<file path="config.mk">
export PLATFORM = sky130hd
export DESIGN_NAME = calc_seq_ctrl
export DESIGN_NICKNAME = d
export VERILOG_FILES = /design/src/rtl/calc_seq_ctrl.sv
export SDC_FILE = /design/constraint.sdc
export NUM_CORES = 1
export LEC_CHECK = 0
export ABC_AREA = 1
export CAP_MARGIN = 5
export CORE_MARGIN = 2
export CORE_UTILIZATION = 46
export CTS_CLUSTER_SIZE = 10
export DETAILED_ROUTE_END_ITERATION = 7
export PLACE_DENSITY_LB_ADDON = 0.1
export SYNTH_ARGS = -nofsm -noshare
export SYNTH_HDL_FRONTEND = slang
export SYNTH_SLANG_ARGS = --single-unit
</file>
<file path="constraint.sdc">
create_clock -name clk -period 9.14 [get_ports clk]
set_clock_uncertainty 0.1 [all_clocks]
set_input_delay 1.828 -clock clk [delete_from_list [all_inputs] [get_ports clk]]
set_output_delay 1.828 -clock clk [all_outputs]
set_load 0.03 [all_outputs]
</file>
<file path="src/rtl/calc_seq_ctrl.sv">
`default_nettype none
// ============================================================================
// calc_seq_ctrl : signed keypad calculator sequencer driving a shared
//                 arithmetic unit over a start/done handshake.
// Revision 1.0
// ============================================================================
module calc_seq_ctrl #(
  parameter int WIDTH      = 16,
  parameter int MAX_DIGITS = 5,
  parameter int TIMEOUT    = 64,
  parameter int ADDR_W     = 4
) (
  input  logic              clk,
  input  logic              nRST,
  input  logic              key_valid,
  input  logic [3:0]        key_digit,
  input  logic              neg_valid,
  input  logic              op_valid,
  input  logic [1:0]        op_code,
  input  logic              eq_valid,
  input  logic              clr,
  output logic              unit_start,
  output logic [1:0]        unit_op,
  output logic [WIDTH-1:0]  unit_a,
  output logic [WIDTH-1:0]  unit_b,
  input  logic              unit_done,
  input  logic [WIDTH-1:0]  unit_result,
  input  logic              unit_ovf,
  output logic [WIDTH-1:0]  display,
  output logic              complete,
  output logic              error,
  output logic              mem_we,
  output logic [ADDR_W-1:0] mem_addr,
  output logic [WIDTH-1:0]  mem_wdata
);

  localparam int CNT_W = $clog2(MAX_DIGITS + 1);
  localparam int TMO_W = $clog2(TIMEOUT + 1);
  localparam int ACC_W = WIDTH + 5;
  localparam logic [ACC_W-1:0]  MAX_MAG = {{(ACC_W-WIDTH+1){1'b0}}, {(WIDTH-1){1'b1}}};
  localparam logic [CNT_W-1:0]  CNT_MAX = CNT_W'(MAX_DIGITS);
  localparam logic [TMO_W-1:0]  TMO_LIM = TMO_W'(TIMEOUT);
  localparam logic [1:0]        OP_DIV  = 2'b11;
  localparam logic [ADDR_W-1:0] ADDR_A  = ADDR_W'(0);
  localparam logic [ADDR_W-1:0] ADDR_B  = ADDR_W'(1);
  localparam logic [ADDR_W-1:0] ADDR_R  = ADDR_W'(2);

  typedef enum logic [2:0] {
    S_ENTER_A = 3'd0,
    S_ENTER_B = 3'd1,
    S_ISSUE   = 3'd2,
    S_WAIT    = 3'd3,
    S_SHOW    = 3'd4,
    S_ERR     = 3'd5
  } state_t;

  state_t            r_state, w_state;
  logic [WIDTH-1:0]  r_a_mag, w_a_mag, r_b_mag, w_b_mag;
  logic              r_a_neg, w_a_neg, r_b_neg, w_b_neg;
  logic [CNT_W-1:0]  r_a_cnt, w_a_cnt, r_b_cnt, w_b_cnt;
  logic [1:0]        r_op, w_op;
  logic [TMO_W-1:0]  r_tcnt, w_tcnt;
  logic [WIDTH-1:0]  r_result, w_result;
  logic [WIDTH-1:0]  r_display, w_display;
  logic              r_complete, w_complete;
  logic              r_mem_we, w_mem_we;
  logic [ADDR_W-1:0] r_mem_addr, w_mem_addr;
  logic [WIDTH-1:0]  r_mem_wdata, w_mem_wdata;

  logic              w_in_b;
  logic [WIDTH-1:0]  w_cur_mag;
  logic              w_cur_neg;
  logic [CNT_W-1:0]  w_cur_cnt;
  logic [ACC_W-1:0]  w_acc;
  logic              w_digit_ok;
  logic              w_div_zero;
  logic              w_upd;
  logic [WIDTH-1:0]  w_upd_mag;
  logic              w_upd_neg;
  logic [CNT_W-1:0]  w_upd_cnt;
  logic [WIDTH-1:0]  w_upd_val;

  function automatic logic [WIDTH-1:0] to_signed(input logic neg, input logic [WIDTH-1:0] mag);
    return neg ? ((~mag) + WIDTH'(1)) : mag;
  endfunction

  // Operands are kept as sign + magnitude so -0 naturally shows as 0.
  assign w_in_b     = (r_state == S_ENTER_B);
  assign w_cur_mag  = w_in_b ? r_b_mag : r_a_mag;
  assign w_cur_neg  = w_in_b ? r_b_neg : r_a_neg;
  assign w_cur_cnt  = w_in_b ? r_b_cnt : r_a_cnt;
  assign w_acc      = ACC_W'(w_cur_mag) * ACC_W'(10) + ACC_W'(key_digit);
  assign w_digit_ok = (key_digit <= 4'd9) && (w_cur_cnt < CNT_MAX) && (w_acc <= MAX_MAG);
  assign w_div_zero = (r_op == OP_DIV) && (r_b_mag == '0);
  assign w_upd_val  = to_signed(w_upd_neg, w_upd_mag);

  always_comb begin
    w_state     = r_state;
    w_a_mag     = r_a_mag;
    w_a_neg     = r_a_neg;
    w_a_cnt     = r_a_cnt;
    w_b_mag     = r_b_mag;
    w_b_neg     = r_b_neg;
    w_b_cnt     = r_b_cnt;
    w_op        = r_op;
    w_tcnt      = r_tcnt;
    w_result    = r_result;
    w_display   = r_display;
    w_complete  = 1'b0;
    w_mem_we    = 1'b0;
    w_mem_addr  = r_mem_addr;
    w_mem_wdata = r_mem_wdata;
    w_upd       = 1'b0;
    w_upd_mag   = w_cur_mag;
    w_upd_neg   = w_cur_neg;
    w_upd_cnt   = w_cur_cnt;

    if (clr) begin
      w_state   = S_ENTER_A;
      w_a_mag   = '0;
      w_a_neg   = 1'b0;
      w_a_cnt   = '0;
      w_b_mag   = '0;
      w_b_neg   = 1'b0;
      w_b_cnt   = '0;
      w_op      = '0;
      w_tcnt    = '0;
      w_display = '0;
    end else begin
      case (r_state)
        S_ENTER_A, S_ENTER_B: begin
          if (eq_valid) begin
            if (w_in_b) w_state = S_ISSUE;
          end else if (op_valid) begin
            if (!w_in_b) begin
              w_op    = op_code;
              w_state = S_ENTER_B;
            end else if (r_b_cnt == '0) begin
              w_op = op_code;
            end
          end else if (neg_valid) begin
            w_upd     = 1'b1;
            w_upd_neg = ~w_cur_neg;
          end else if (key_valid && w_digit_ok) begin
            w_upd     = 1'b1;
            w_upd_mag = w_acc[WIDTH-1:0];
            w_upd_cnt = w_cur_cnt + CNT_W'(1);
          end
        end
        S_ISSUE: begin
          if (w_div_zero) begin
            w_state   = S_ERR;
            w_display = '0;
          end else begin
            w_state = S_WAIT;
            w_tcnt  = '0;
          end
        end
        S_WAIT: begin
          w_tcnt = r_tcnt + TMO_W'(1);
          if (unit_done) begin
            w_result = unit_result;
            if (unit_ovf) begin
              w_state   = S_ERR;
              w_display = '0;
            end else begin
              w_state     = S_SHOW;
              w_complete  = 1'b1;
              w_display   = unit_result;
              w_mem_we    = 1'b1;
              w_mem_addr  = ADDR_R;
              w_mem_wdata = unit_result;
            end
          end else if (w_tcnt == TMO_LIM) begin
            w_state   = S_ERR;
            w_display = '0;
          end
        end
        S_SHOW: begin
          // eq and neg are swallowed here but still mask lower-priority strobes.
          if (!eq_valid) begin
            if (op_valid) begin
              w_a_neg = r_result[WIDTH-1];
              w_a_mag = to_signed(r_result[WIDTH-1], r_result);
              w_a_cnt = CNT_MAX;
              w_b_mag = '0;
              w_b_neg = 1'b0;
              w_b_cnt = '0;
              w_op    = op_code;
              w_state = S_ENTER_B;
            end else if (!neg_valid && key_valid && (key_digit <= 4'd9)) begin
              w_b_mag   = '0;
              w_b_neg   = 1'b0;
              w_b_cnt   = '0;
              w_upd     = 1'b1;
              w_upd_mag = WIDTH'(key_digit);
              w_upd_neg = 1'b0;
              w_upd_cnt = CNT_W'(1);
              w_state   = S_ENTER_A;
            end
          end
        end
        S_ERR: begin
          w_display = '0;
        end
        default: begin
          w_state = S_ENTER_A;
        end
      endcase

      if (w_upd) begin
        if (w_in_b) begin
          w_b_mag = w_upd_mag;
          w_b_neg = w_upd_neg;
          w_b_cnt = w_upd_cnt;
        end else begin
          w_a_mag = w_upd_mag;
          w_a_neg = w_upd_neg;
          w_a_cnt = w_upd_cnt;
        end
        w_display   = w_upd_val;
        w_mem_we    = 1'b1;
        w_mem_addr  = w_in_b ? ADDR_B : ADDR_A;
        w_mem_wdata = w_upd_val;
      end
    end
  end

  always_ff @(posedge clk or negedge nRST) begin
    if (!nRST) begin
      r_state     <= S_ENTER_A;
      r_a_mag     <= '0;
      r_a_neg     <= 1'b0;
      r_a_cnt     <= '0;
      r_b_mag     <= '0;
      r_b_neg     <= 1'b0;
      r_b_cnt     <= '0;
      r_op        <= '0;
      r_tcnt      <= '0;
      r_result    <= '0;
      r_display   <= '0;
      r_complete  <= 1'b0;
      r_mem_we    <= 1'b0;
      r_mem_addr  <= '0;
      r_mem_wdata <= '0;
    end else begin
      r_state     <= w_state;
      r_a_mag     <= w_a_mag;
      r_a_neg     <= w_a_neg;
      r_a_cnt     <= w_a_cnt;
      r_b_mag     <= w_b_mag;
      r_b_neg     <= w_b_neg;
      r_b_cnt     <= w_b_cnt;
      r_op        <= w_op;
      r_tcnt      <= w_tcnt;
      r_result    <= w_result;
      r_display   <= w_display;
      r_complete  <= w_complete;
      r_mem_we    <= w_mem_we;
      r_mem_addr  <= w_mem_addr;
      r_mem_wdata <= w_mem_wdata;
    end
  end

  assign unit_start = (r_state == S_ISSUE) && !w_div_zero;
  assign unit_op    = r_op;
  assign unit_a     = to_signed(r_a_neg, r_a_mag);
  assign unit_b     = to_signed(r_b_neg, r_b_mag);
  assign display    = r_display;
  assign complete   = r_complete;
  assign error      = (r_state == S_ERR);
  assign mem_we     = r_mem_we;
  assign mem_addr   = r_mem_addr;
  assign mem_wdata  = r_mem_wdata;

endmodule
`default_nettype wire

</file>
==> results of run 1 <==
## registers in the layout (all words and copies together) (netlist names)
signal / flops
display: 16
mem_wdata: 16
r_a_mag: 16
r_b_mag: 16
r_result: 16
r_tcnt: 7
r_a_cnt: 3
r_b_cnt: 3
r_state: 3
mem_addr: 2
unit_op: 2
complete: 1
mem_we: 1
r_a_neg: 1
r_b_neg: 1
## layout by cell type (no fill, tap or decap), types with 11 or more instances in the layout
cell             count
a211oi_1            22
a21oi_1             78
buf_4               12
clkdlybuf4s50_1    101
dfrtp_1            104
ha_1                37
inv_1              173
nand2_1            363
nand2_2             21
nand3_1             89
nand3_2             13
nor2_1              78
nor3_1              25
o21ai_0             87
o22ai_1             11
xor2_1              42
## power groups by stage
stage / registers (uW) / clock network, uW / logic (uW)
6_report: 657 / 386 / 1020
5_1_grt: 671 / 417 / 1120
4_1_cts: 655 / 395 / 1010
3_5_place_dp: 662 / 0 / 1010
3_3_place_gp: 664 / 0 / 999
2_1_floorplan: 714 / 0 / 627
## worst paths after layout
path | endpoint | cells past startpoint | slack [ns] | from
max | r_a_mag[15] | 25 | 1.78 | r_state[2]
min | mem_wdata[8] | 2 | 0.38 | mem_wdata[8]
max reg2reg | r_a_mag[15] | 25 | 1.78 | r_state[2]
min reg2reg | mem_wdata[8] | 2 | 0.38 | mem_wdata[8]
max in group asynchronous | r_b_cnt[0] | 2 | 6.30 | nRST
min in group asynchronous | unit_op[1] | 1 | 1.32 | nRST
## critical path: stages, from the launching register on
cell and delay (ns):
dfrtp_1 0.42, nor2_4 0.50, nand2_2 0.62, o21ai_0 1.00
ha_1 0.38, ha_1 0.26, fa_1 0.49, xor2_1 0.27
inv_2 0.07, nor2_2 0.11, nand2_2 0.08, nor2_4 0.12
nand3_4 0.09, nor2_4 0.11, nand3_2 0.08, nand2_2 0.09
nand3_4 0.09, nor2_8 0.27, o21ai_1 0.10, nand2_1 0.50
inv_2 0.33, nor2_1 0.18, buf_4 0.31, clkinv_1 0.30
o21ai_0 0.24, a21oi_1 0.06
## metal layers
layer / vias up / wire, um / global-route usage
met5: - / 0 / 0
met4: 0 / 478 / 0.0616
met3: 30 / 2110 / 0.0469
met2: 359 / 11700 / 0.424
met1: 4001 / 12000 / 0.389
li1: 4364 / - / -
## area by class of cell
| class | instances | area, um^2 | area share |
|---|---|---|---|
| multi-input cells | 961 | 5150 | 0.509 |
| flip-flops and latches | 104 | 2600 | 0.257 |
| repair buffers | 113 | 1100 | 0.109 |
| inverters | 180 | 676 | 0.0668 |
| well taps | 234 | 293 | 0.0290 |
| clock buffers | 9 | 225 | 0.0223 |
| clock inverters | 7 | 65.1 | 0.00643 |
## cells by family after synthesis
| family | count (synthesis) |
|---|---|
| AOI/OAI and AO/OA | 249 |
| DFF | 104 |
| muxes | 1 |
| and+or+nand+nor | 624 |
| adders and majority gates | 39 |
| xor gates and xnor gates | 46 |
| buffers and inverters | 232 |
| other | 1 |
## per-stage QoR
step           instance area, um^2  cells  utilization  worst slack, ns  total power [uW]
2_1_floorplan                 8700   1297            -             3.91              1340
5_1_grt                      10100   1608        0.542             1.15              2210
4_1_cts                      10100   1608        0.542             1.85              2060
3_5_place_dp                  9820   1592        0.527             1.90              1670
3_3_place_gp                  9820   1592        0.527             2.05              1660
6_report                     10100   1608        0.542             1.78              2060
==> key figures, run 1 <==
CTS
  • Reg clk slew, reported paths: approximately 0.080 ns
  • Clock buffer count from CTS: 9
  • TritonCTS clock tree: yes
  • CTS root buffer: clkbuf_16
  • CTS sink cnt: between 100 and 150
  • Clock buffer depth: 2
  • Setup bufs post-CTS: 0
  • # hold bufs at CTS: 0
  • Skew-Pair Late Insertion Delay: 0.36 ns
  • Gates resized, CTS repair: 0
  • H-tree Lvls: 3

Drt
  • DR iter-0 viols: 876
  • Post-DRT Antenna Nets: 0
  • Wirelength per Cell: around 16 um
  • Drt total wl: ~26,000 um
  • Initial DRT Pass Iterations: 5
  • Vias per cell: 5.44
  • Total number of vias: between 8,000 and 9,000
  • # DRC: 0

Logic synthesis
  • Top FF cell, synth: dfrtp_1
  • Most frequent cell after synthesis: nand2_1
  • Post-synthesis mux area share: 0.00130
  • Syn_area_per_cell: between 6 and 7 um^2
  • Area leader, netlist: dfrtp_1
  • Adder-cell share of the synthesized area: 0.0579
  • Synth Warn #: 0
  • Async SR Flop Fraction: 1.00
  • Compound-cell area share of the yosys netlist: 0.165
  • Post-synthesis sequential area ratio: 0.299
  • Post-synth top area share: 0.299
  • Synth Area in Simple Gates: 0.321
  • Xor-xnor portion of the synthesized cell area: 0.0464
  • Mapped cell area: slightly below 9000 um^2
  • Mapped Cells: about 1,300
  • Post-synthesis cell type count: just over 50
  • Main combinational cell family by area after synthesis: simple AND/OR/NAND/NOR gates
  • Post-synth EDFFs: 0
  • Synthesis-stage register bit count: around 100
  • Commonest cells in the netlist: nand2_1 (363), inv_1 (173), dfrtp_1 (104)
  • Synth area leaders: dfrtp_1 (30%), nand2_1 (16%), inv_1 (7.5%)

Power
  • Internal power: between 1000 and 1500 uW
  • Comb power frac: 0.494
  • Sequential Power Share: 0.319
  • Worst VDD drop: approximately 0.12 mV
  • Cell area power density: around 200 nW/um^2
  • Sw Ratio: 0.464
  • Switch Pwr: between 900 and 1000 uW
  • Leakage: between 0.005 and 0.006 uW
  • Clk pwr share: 0.187

STA
  • Max Fclk: approximately 140 MHz
  • Hold Vio Cnt, Final: 0
  • Crit path time final: between 7 and 8 ns
  • Endpoints failing setup: 0
  • RSZ-0062 raised after global routing: false
  • Least-Margin Pin Slew: ~1.0 ns
  • Max_slew headroom: 0.324
  • Period utilisation layout: 0.805
  • Final Max Tran Viols: 0
  • Setup TNS: 0 ns
  • WHS: roughly 0.38 ns

Global route
  • Vias in the first global route: ~8,000
  • Grt ovf: 0
  • Largest net degree at the start of global routing: 71
  • Initial antenna violation count: 0
  • Gr usage total: 0.270
  • First-pass GRT wire length: about 42,000 um

Floorplan
  • Core box area: ~19,000 um^2
  • Num ports: ~110
  • Die span in y: between 100 and 150 um
  • Die Wd: 141 um
  • Core Rows: 50
  • Initial core utilization: 0.466
  • Die ar.: between 20,000 and 25,000 um^2

Final layout
  • Area growth syn-to-layout: 16.3%
  • Antenna Cells: 0
  • Fillers: 1,893
  • Final net count: 1,439
  • Share of cells above drive strength 1: 0.0662

Critical path
  • Crit path DAT: around 7.5 ns
  • Worst setup SP type: register
  • Critical path endpoint category: register
  • Crit path kind: reg2reg
  • Crit-path max FO: just under 50
  • CP required: about 9.3 ns

Hold path
  • Class of the worst hold path: reg2reg

Flow run
  • Max-cap violations: 0

Placement
  • Gpl congestion: approximately 0.91
  • PortBufs: 102
  • Post-detail-place hpwl: 20,200 um

Run status
  • Status: completed
Power figures use the tool's default switching activity.
==> run 2: changes to the inputs <==
==> constraint.sdc (replaced) <==
create_clock -name clk -period 6.16 [get_ports clk]
set_clock_uncertainty 0.1 [all_clocks]
set_input_delay 1.232 -clock clk [delete_from_list [all_inputs] [get_ports clk]]
set_output_delay 1.232 -clock clk [all_outputs]
set_load 0.03 [all_outputs]
==> key figures, run 2 (synthesis results as in run 1) <==
Run status
  • Status: completed

Final layout
  • Share of cells above drive strength 1: 0.0743 (+0.00808)
  • Area growth syn-to-layout: 17.8%
  • Most frequent cells in the layout: nand2_1 (363), inv_1 (173), dfrtp_1 (104)
  • Register area: 2600 um^2 (unchanged)
  • Fillers: 1,912 (+1.0%)
  • Commonest non-fill, non-tap cell in the layout: nand2_1
  • Antenna Cells: 0 (unchanged)
  • Final net count: 1,451 (+0.83%)
  • Multi-input gate area: 5160 um^2 (+0.27%)

Critical path
  • CP peak stage delay: 0.48 ns (-0.52 ns)
  • CP required: 6.31 ns (-2.97 ns)
  • Crit-path max FO: 21 (-57%)
  • Worst R2R Path Depth: 35 (+40%)
  • Worst setup SP type: register
  • Slowest CP cell: fa_1
  • Crit path DAT: 5.86 ns (-1.64 ns)
  • Most used cell, CP: nand2_1
  • Critical path endpoint category: register
  • Crit path kind: reg2reg

CTS
  • Reg clk slew, reported paths: 0.08 ns (about the same)
  • CTS root buffer: clkbuf_16
  • # hold bufs at CTS: 0 (unchanged)
  • Skew-Pair Late Insertion Delay: 0.36 ns (about the same)
  • Clock buffer depth: 2 (unchanged)
  • CTS sink cnt: 104 (unchanged)
  • H-tree Lvls: 3 (unchanged)
  • Clock buffer count from CTS: 9 (unchanged)
  • TritonCTS clock tree: yes

Global route
  • Grt ovf: 0 (unchanged)
  • First-pass GRT wire length: 43,200 um (+1.6%)
  • Vias in the first global route: 8,102 (+0.37%)
  • Largest net degree at the start of global routing: 54 (-24%)
  • Gr usage total: 0.272 (+0.00242)
  • Initial antenna violation count: 0 (unchanged)

Flow run
  • Max-cap violations: 0 (unchanged)

Floorplan
  • Core Rows: 50 (unchanged)
  • Initial core utilization: 0.466 (unchanged)
  • Die Wd: 141 um (unchanged)
  • Core box area: 18,600 um^2 (unchanged)
  • Num ports: 105 (unchanged)
  • Die span in y: 141 um (unchanged)
  • Die ar.: 20,000 um^2 (unchanged)

STA
  • Setup TNS: 0 ns (unchanged)
  • Hold Vio Cnt, Final: 0 (unchanged)
  • Crit path time final: 5.71 ns (-1.65 ns)
  • Max_slew headroom: 0.259 (-0.0656)
  • Least-Margin Pin Slew: 1.11 ns (+0.108 ns)
  • WHS: 0.384 ns (+0.00141 ns)
  • Endpoints failing setup: 0 (unchanged)
  • RSZ-0062 raised after global routing: false
  • Max Fclk: 175 MHz (+29%)
  • Period utilisation layout: 0.927 (+0.122)
  • Final Max Tran Viols: 0 (unchanged)

Drt
  • Initial DRT Pass Iterations: 5 (unchanged)
  • Vias per cell: 5.51 (+1.2%)
  • DR iter-0 viols: 877 (+0.11%)
  • # DRC: 0 (unchanged)
  • Post-DRT Antenna Nets: 0 (unchanged)
  • Total number of vias: 8,925 (+2.0%)
  • Wirelength per Cell: 16.6 um (+1.7%)
  • Drt total wl: 27,000 um (+2.4%)

Placement
  • Post-detail-place hpwl: 20,700 um (+2.3%)
  • PortBufs: 102 (unchanged)
  • Gpl congestion: 0.902 (-1.0%)

Hold path
  • Class of the worst hold path: reg2reg
  • Worst hold path depth: 2 (unchanged)

Power
  • Leakage: 0.00519 uW (+1.3%)
  • Total Power: 3120 uW (+52%)
  • Worst VDD drop: 0.251 mV (+100%)
  • Cell area power density: 305 nW/um^2 (+50%)
## run 2: worst max-delay path, delay by kind of cell (launching register included)
kind            cells  cell delay [ns]
xor+xnor            1             0.26
fa+ha+maj           4             1.33
simple gates       26             2.69
buf+inv             2             0.29
flops               1             0.44
compound gates      2             0.44
## run 2: final timing paths
path,start,endpoint,slack (ns)
min in group asynchronous,nRST,unit_op[1],0.82
worst max-delay path,r_state[1],mem_wdata[12],0.45
max in group asynchronous,nRST,r_a_cnt[1],3.94
worst max register to register,r_state[1],mem_wdata[12],0.45
worst min-delay path,display[11],display[11],0.38
worst min register to register,display[11],display[11],0.38
## run 2: timing repair
item | in CTS | in global routing
setup endpoints to repair | 0 | 10
buffers inserted | 0 | 0
gates resized for setup | 0 | 2
hold endpoints to repair | 0 | 0
## run 2: final cells by class
class,instances,area share
Clock inverter,7,0.00782
Sequential cell,104,0.254
Clock buffer,9,0.0220
Inverter,180,0.0660
Timing Repair Buffer,125,0.118
Multi-Input combinational cell,961,0.504
Tap cell,234,0.0286
## run 2: where the power goes
part / leakage [uW] / total (uW) / internal [uW] / switching [uW]
clock: 0.000148 / 605 / 321 / 285
combinational: 0.00366 / 1540 / 554 / 983
sequential: 0.00139 / 980 / 822 / 158
## run 2: through the flow
stage | util | instances | area, um^2 | setup WS (ns)
2_1_floorplan | - | 1297 | 8700 | 1.02
5_1_grt | 0.549 | 1620 | 10200 | 0.0452
3_3_place_gp | 0.532 | 1604 | 9920 | 0.518
6_report | 0.549 | 1620 | 10200 | 0.448
4_1_cts | 0.549 | 1620 | 10200 | 0.352
3_5_place_dp | 0.532 | 1604 | 9920 | 0.396
## run 2: routing by layer
layer | vias to the layer above | global-route usage | routed length, um
met5 | - | 0 | 0
met4 | 0 | 0.0721 | 577
met1 | 4167 | 0.394 | 12500
met3 | 39 | 0.0476 | 1810
li1 | 4392 | - | -
met2 | 327 | 0.420 | 12100
